`config.mk`:
```
export PLATFORM = sky130hd
export DESIGN_NAME = edge_monitor
export DESIGN_NICKNAME = d
export VERILOG_FILES = /design/src/rtl/edge_monitor.sv
export SDC_FILE = /design/constraint.sdc
export NUM_CORES = 1
export LEC_CHECK = 0
export CORE_MARGIN = 1
export CORE_UTILIZATION = 45
export DETAILED_ROUTE_END_ITERATION = 8
export GPL_ROUTABILITY_DRIVEN = 0
export PLACE_DENSITY = 0.71
export SYNTH_ARGS = -nofsm -noshare
export SYNTH_HDL_FRONTEND = slang
export SYNTH_SLANG_ARGS = --single-unit
```
`constraint.sdc`:
```
create_clock -name clk -period 4.1 [get_ports clk]
set_input_delay 0.41 -clock clk [delete_from_list [all_inputs] [get_ports clk]]
set_output_delay 0.41 -clock clk [all_outputs]
set_load 0.05 [all_outputs]
```
`src/rtl/edge_monitor.sv`:
```
// edge_monitor: per-channel input synchroniser, stability filter and edge
// detector. Accepted edges raise one-cycle pulses, set a sticky status flag
// and bump a saturating per-channel edge counter. irq is the OR of status.
module edge_monitor #(
  parameter int CH          = 4,
  parameter int SYNC_STAGES = 2,
  parameter int FILTER_LEN  = 4,
  parameter int CNT_W       = 8
) (
  input  logic                clk,
  input  logic                rst_n,
  input  logic [CH-1:0]       data_in,
  input  logic [2*CH-1:0]     mode,
  input  logic [CH-1:0]       clr,
  output logic [CH-1:0]       level_out,
  output logic [CH-1:0]       rise_pulse,
  output logic [CH-1:0]       fall_pulse,
  output logic [CH-1:0]       status,
  output logic                irq,
  output logic [CH*CNT_W-1:0] edge_count
);

  // Filter count value on which a pending level change is accepted.
  localparam logic [7:0]       FILT_LAST = 8'(FILTER_LEN - 1);
  localparam logic [CNT_W-1:0] CNT_MAX   = {CNT_W{1'b1}};
  localparam logic [CNT_W-1:0] CNT_ONE   = CNT_W'(1);

  // Synchroniser chain: stage 0 samples the raw pins, last stage feeds the filter.
  logic [CH-1:0]    sync_q [SYNC_STAGES];
  logic [CH-1:0]    sync_s;

  // Filter state.
  logic [7:0]       fcnt_q [CH];
  logic [7:0]       fcnt_d [CH];
  logic [CH-1:0]    filt_q;
  logic [CH-1:0]    filt_d;
  logic [CH-1:0]    accept_s;

  // Event outputs and bookkeeping.
  logic [CH-1:0]    rise_q;
  logic [CH-1:0]    rise_d;
  logic [CH-1:0]    fall_q;
  logic [CH-1:0]    fall_d;
  logic [CH-1:0]    set_s;
  logic [CH-1:0]    status_q;
  logic [CH-1:0]    status_d;
  logic [CNT_W-1:0] cnt_q [CH];
  logic [CNT_W-1:0] cnt_d [CH];

  assign sync_s = sync_q[SYNC_STAGES-1];

  // Shift raw inputs through the synchroniser flops.
  always_ff @(posedge clk or negedge rst_n) begin
    if (!rst_n) begin
      for (int s = 0; s < SYNC_STAGES; s++) begin
        sync_q[s] <= {CH{1'b0}};
      end
    end else begin
      sync_q[0] <= data_in;
      for (int s = 1; s < SYNC_STAGES; s++) begin
        sync_q[s] <= sync_q[s-1];
      end
    end
  end

  // Stability filter: count cycles the synchronised input disagrees with the
  // filtered level; the disagreement must persist FILTER_LEN cycles to be
  // accepted, and any agreeing cycle restarts the count.
  always_comb begin
    filt_d   = filt_q;
    accept_s = {CH{1'b0}};
    for (int i = 0; i < CH; i++) begin
      fcnt_d[i] = fcnt_q[i];
      if (sync_s[i] == filt_q[i]) begin
        fcnt_d[i] = 8'd0;
      end else if (fcnt_q[i] >= FILT_LAST) begin
        accept_s[i] = 1'b1;
        filt_d[i]   = sync_s[i];
        fcnt_d[i]   = 8'd0;
      end else begin
        fcnt_d[i] = fcnt_q[i] + 8'd1;
      end
    end
  end

  // Pulse qualification by the mode sampled on the accept edge, plus the
  // sticky status and saturating counter updates (a pulse beats clr).
  always_comb begin
    rise_d   = {CH{1'b0}};
    fall_d   = {CH{1'b0}};
    set_s    = {CH{1'b0}};
    status_d = status_q;
    for (int i = 0; i < CH; i++) begin
      rise_d[i] = accept_s[i] &  sync_s[i] & mode[2*i];
      fall_d[i] = accept_s[i] & ~sync_s[i] & mode[2*i+1];
      set_s[i]  = rise_d[i] | fall_d[i];

      if (set_s[i]) begin
        status_d[i] = 1'b1;
      end else if (clr[i]) begin
        status_d[i] = 1'b0;
      end else begin
        status_d[i] = status_q[i];
      end

      case ({clr[i], set_s[i]})
        2'b10:   cnt_d[i] = {CNT_W{1'b0}};
        2'b11:   cnt_d[i] = CNT_ONE;
        2'b01: begin
          if (cnt_q[i] != CNT_MAX) begin
            cnt_d[i] = cnt_q[i] + CNT_ONE;
          end else begin
            cnt_d[i] = cnt_q[i];
          end
        end
        default: cnt_d[i] = cnt_q[i];
      endcase
    end
  end

  // State register for filter, pulses, status and counters.
  always_ff @(posedge clk or negedge rst_n) begin
    if (!rst_n) begin
      filt_q   <= {CH{1'b0}};
      rise_q   <= {CH{1'b0}};
      fall_q   <= {CH{1'b0}};
      status_q <= {CH{1'b0}};
      for (int i = 0; i < CH; i++) begin
        fcnt_q[i] <= 8'd0;
        cnt_q[i]  <= {CNT_W{1'b0}};
      end
    end else begin
      filt_q   <= filt_d;
      rise_q   <= rise_d;
      fall_q   <= fall_d;
      status_q <= status_d;
      for (int i = 0; i < CH; i++) begin
        fcnt_q[i] <= fcnt_d[i];
        cnt_q[i]  <= cnt_d[i];
      end
    end
  end

  // Flatten the per-channel counters onto the output bus.
  always_comb begin
    edge_count = {(CH*CNT_W){1'b0}};
    for (int i = 0; i < CH; i++) begin
      edge_count[i*CNT_W +: CNT_W] = cnt_q[i];
    end
  end

  assign level_out  = filt_q;
  assign rise_pulse = rise_q;
  assign fall_pulse = fall_q;
  assign status     = status_q;
  assign irq        = |status_q;

endmodule

```
==> results.sh <==
export IMPL_ys_warn_count=0
export IMPL_postCtsSetupBuffers=0
export IMPL_boundaryPins=67
export IMPL_start_kind="flop"
export IMPL_grt_max_degree=52
export IMPL_synth_area_per_cell_um2=12.2
export IMPL_drcViolationCount=0
export IMPL_cts_tree="built"
export IMPL_drv_cap=0
export IMPL_utilization=0.602
export IMPL_synth_seq_cells=88
export IMPL_cts_num_sinks=88
export IMPL_vias=2640
export IMPL_antenna_found_initial=0
export IMPL_timing_rr_start="fcnt_q[8]"
export IMPL_viasPerCell=5.22
export IMPL_syn_to_final_growth_pct=27.3
export IMPL_finalHoldViolations=0
export IMPL_track_usage=0.176
export IMPL_fp_row_count=32
export IMPL_setup_tns_ns=0
export IMPL_fin_hold_ws_ns=0.0223
export IMPL_min_path_type="in2async"
export IMPL_crit_arrival_ns=1.69
export IMPL_synth_ff_type="dfrtp_1"
export IMPL_ys_async_sr_fraction=1.00
export IMPL_cts_made_buffers=9
export IMPL_fin_skew_ns=0.0110
export IMPL_dr_pass1_iters=4
export IMPL_first_global_vias=2514
export IMPL_rsz0062_at_grt="false"
export IMPL_finalSetupViolations=0
export IMPL_n_antenna_cell=0
export IMPL_tightest_slew_ns=0.617
export IMPL_initial_core_util=0.473
export IMPL_synthCells=305
export IMPL_multi_input_area_um2=1490
export IMPL_place_area_um2=4540
export IMPL_clkTransAtPathRegs_ns=0.08
export IMPL_grt_overflow=0
export IMPL_outcome="finished, final reports clean"
export IMPL_clk_latency_ns=0.34
export IMPL_ys_types=36
export IMPL_required_ns=3.69
export IMPL_dp_hpwl_um=4750
export IMPL_maxSlewHeadroom=0.589
export IMPL_num_nets_final=426
export IMPL_die_h_um=92.8
export IMPL_core_area_um2=7850
export IMPL_seq_area_frac_synth=0.593
export IMPL_stdcell_count=506
export IMPL_seq_area_um2=2200
export IMPL_cp_max_fo=2
export IMPL_layout_commonest_cell="dfrtp_1"
export IMPL_fill_cells=674
export IMPL_place_inst=491
export IMPL_drt_total_wl_um=6740
export IMPL_drtIter0Drc=98
export IMPL_finalCritPeriodShare=0.512
export IMPL_io_buffers=66
export IMPL_postRouteAntennaNets=0
export IMPL_cts_resized=0
export IMPL_r2r_end="edge_count[21]"
export IMPL_slew_viol_final=0
export IMPL_period_minus_slack_ns=2.10
export IMPL_final_cell_mix="88 x dfrtp_1, 65 x clkdlybuf4s50_1, 29 x nor2_1"
export IMPL_cts_root_buf="clkbuf_8"
export IMPL_hold_buffers=0
export IMPL_fmax_ghz=0.477
export IMPL_die_width_um=92.8
export IMPL_final_area_um2=4720
export IMPL_layout_drive_gt1_share=0.0866
export IMPL_ir_worst_vdd_mv=0.282
export IMPL_synth_edf_count=0
export IMPL_post_drt_wl_per_cell_um=13.3
export IMPL_criticalPathCategory="reg2out"
export IMPL_netlist_area_um2=3710
export IMPL_p_per_area_nw_per_um2=366
export IMPL_leakage_nw=2.07
export IMPL_worstSetupEndpointType="primary output"
export IMPL_regToRegSetupSlack_ns=2.16
export IMPL_design_die_area_um2=8610
export IMPL_ff2ff_path_depth=5
export IMPL_htree_levels=3
export IMPL_clock_path_buffers=2
export IMPL_grt_pass1_wl_um=11800
## power breakdown
group	internal [W]	switching, W	total (W)
sequential	0.000903	0.0000285	0.000932
clock	0.000292	0.000273	0.000565
combinational	0.0000813	0.000151	0.000232
## critical path, stage by stage (launching register included)
cell	delay (ns)
dfrtp_1	0.36
inv_1	0.06
nand4_1	0.11
clkdlybuf4s50_1	0.81
## layout make-up
cell class | count | share of cell area
Tap cell | 102 | 0.0270
Timing Repair Buffer | 67 | 0.141
Sequential cell | 88 | 0.466
Inverter | 13 | 0.0103
Multi-Input combinational cell | 221 | 0.316
Clock buffer | 11 | 0.0299
Clock inverter | 4 | 0.00953
## synth_stat cells (2+ instances only)
cell type | count | area (um2)
inv_1 | 13 | 48.8
nand3b_1 | 8 | 60.1
and4_4 | 2 | 22.5
o221ai_1 | 4 | 35.0
o211a_1 | 4 | 40.0
nor2_1 | 29 | 109
o31ai_1 | 10 | 75.1
and3_1 | 6 | 37.5
mux2i_1 | 4 | 40.0
o41ai_1 | 6 | 52.6
a21oi_1 | 11 | 55.1
or4_1 | 11 | 82.6
buf_6 | 2 | 22.5
o21ai_0 | 6 | 30.0
or4_4 | 4 | 45.0
o2bb2ai_4 | 4 | 110
and4_1 | 2 | 17.5
mux2_2 | 7 | 78.8
nand4_1 | 5 | 31.3
nand3_1 | 12 | 60.1
nor4_1 | 3 | 18.8
nor2b_1 | 4 | 25.0
or3_1 | 8 | 50.1
o311ai_0 | 4 | 35.0
ha_1 | 8 | 100
xor2_1 | 4 | 35.0
dfrtp_1 | 88 | 2200
nand2_1 | 23 | 86.3
buf_4 | 4 | 30.0
or4b_1 | 3 | 30.0
## logic make-up (layout without fill, tap and decap cells)
kind of cell | after synthesis | in the layout | share of synthesized area
AND/OR/NAND/NOR | 123 | 123 | 0.188
buffers and inverters | 19 | 95 | 0.0273
AO/OA/AOI/OAI | 50 | 50 | 0.119
multiplexers | 12 | 12 | 0.0351
adder cells (fa/ha/maj) | 8 | 8 | 0.0270
XOR/XNOR | 4 | 4 | 0.00944
flip-flops | 88 | 88 | 0.593
other | 1 | 24 | 0.00101
## worst max path at each step
stage                                 to           start  slack [ns]  cells past startpoint
after floorplan           edge_count[15]  edge_count[11]        2.23                      4
after CTS                            irq       status[2]        1.97                      3
after global routing                 irq       status[3]        1.92                      3
after global placement    edge_count[14]         mode[2]        1.98                      5
after detailed placement  edge_count[14]         mode[2]        1.96                      5
final                                irq       status[0]        2.00                      3
## through the flow
step	power [W]	setup WS [ns]
floorplan	0.00109	2.23
global route	0.00182	1.92
CTS	0.00176	1.97
finish	0.00173	2.00
detailed placement	0.00118	1.96
global placement	0.00118	1.98
## layer usage
layer,vias up,wire [um],track usage,part of all wire
met5,-,0,0,0
met4,0,129,0.0833,0.019
met3,9,286,0.0386,0.042
met2,54,3140,0.267,0.47
met1,1282,3190,0.239,0.47
li1,1295,-,-,-
## state kept, by name (all words and copies together), names as in the netlist
signal / flops
edge_count: 32
fall_pulse: 4
fcnt_q: 32
level_out: 4
rise_pulse: 4
status: 4
sync_q: 4
sync_s: 4
No activity file was read; power rests on OpenSTA's default activity.
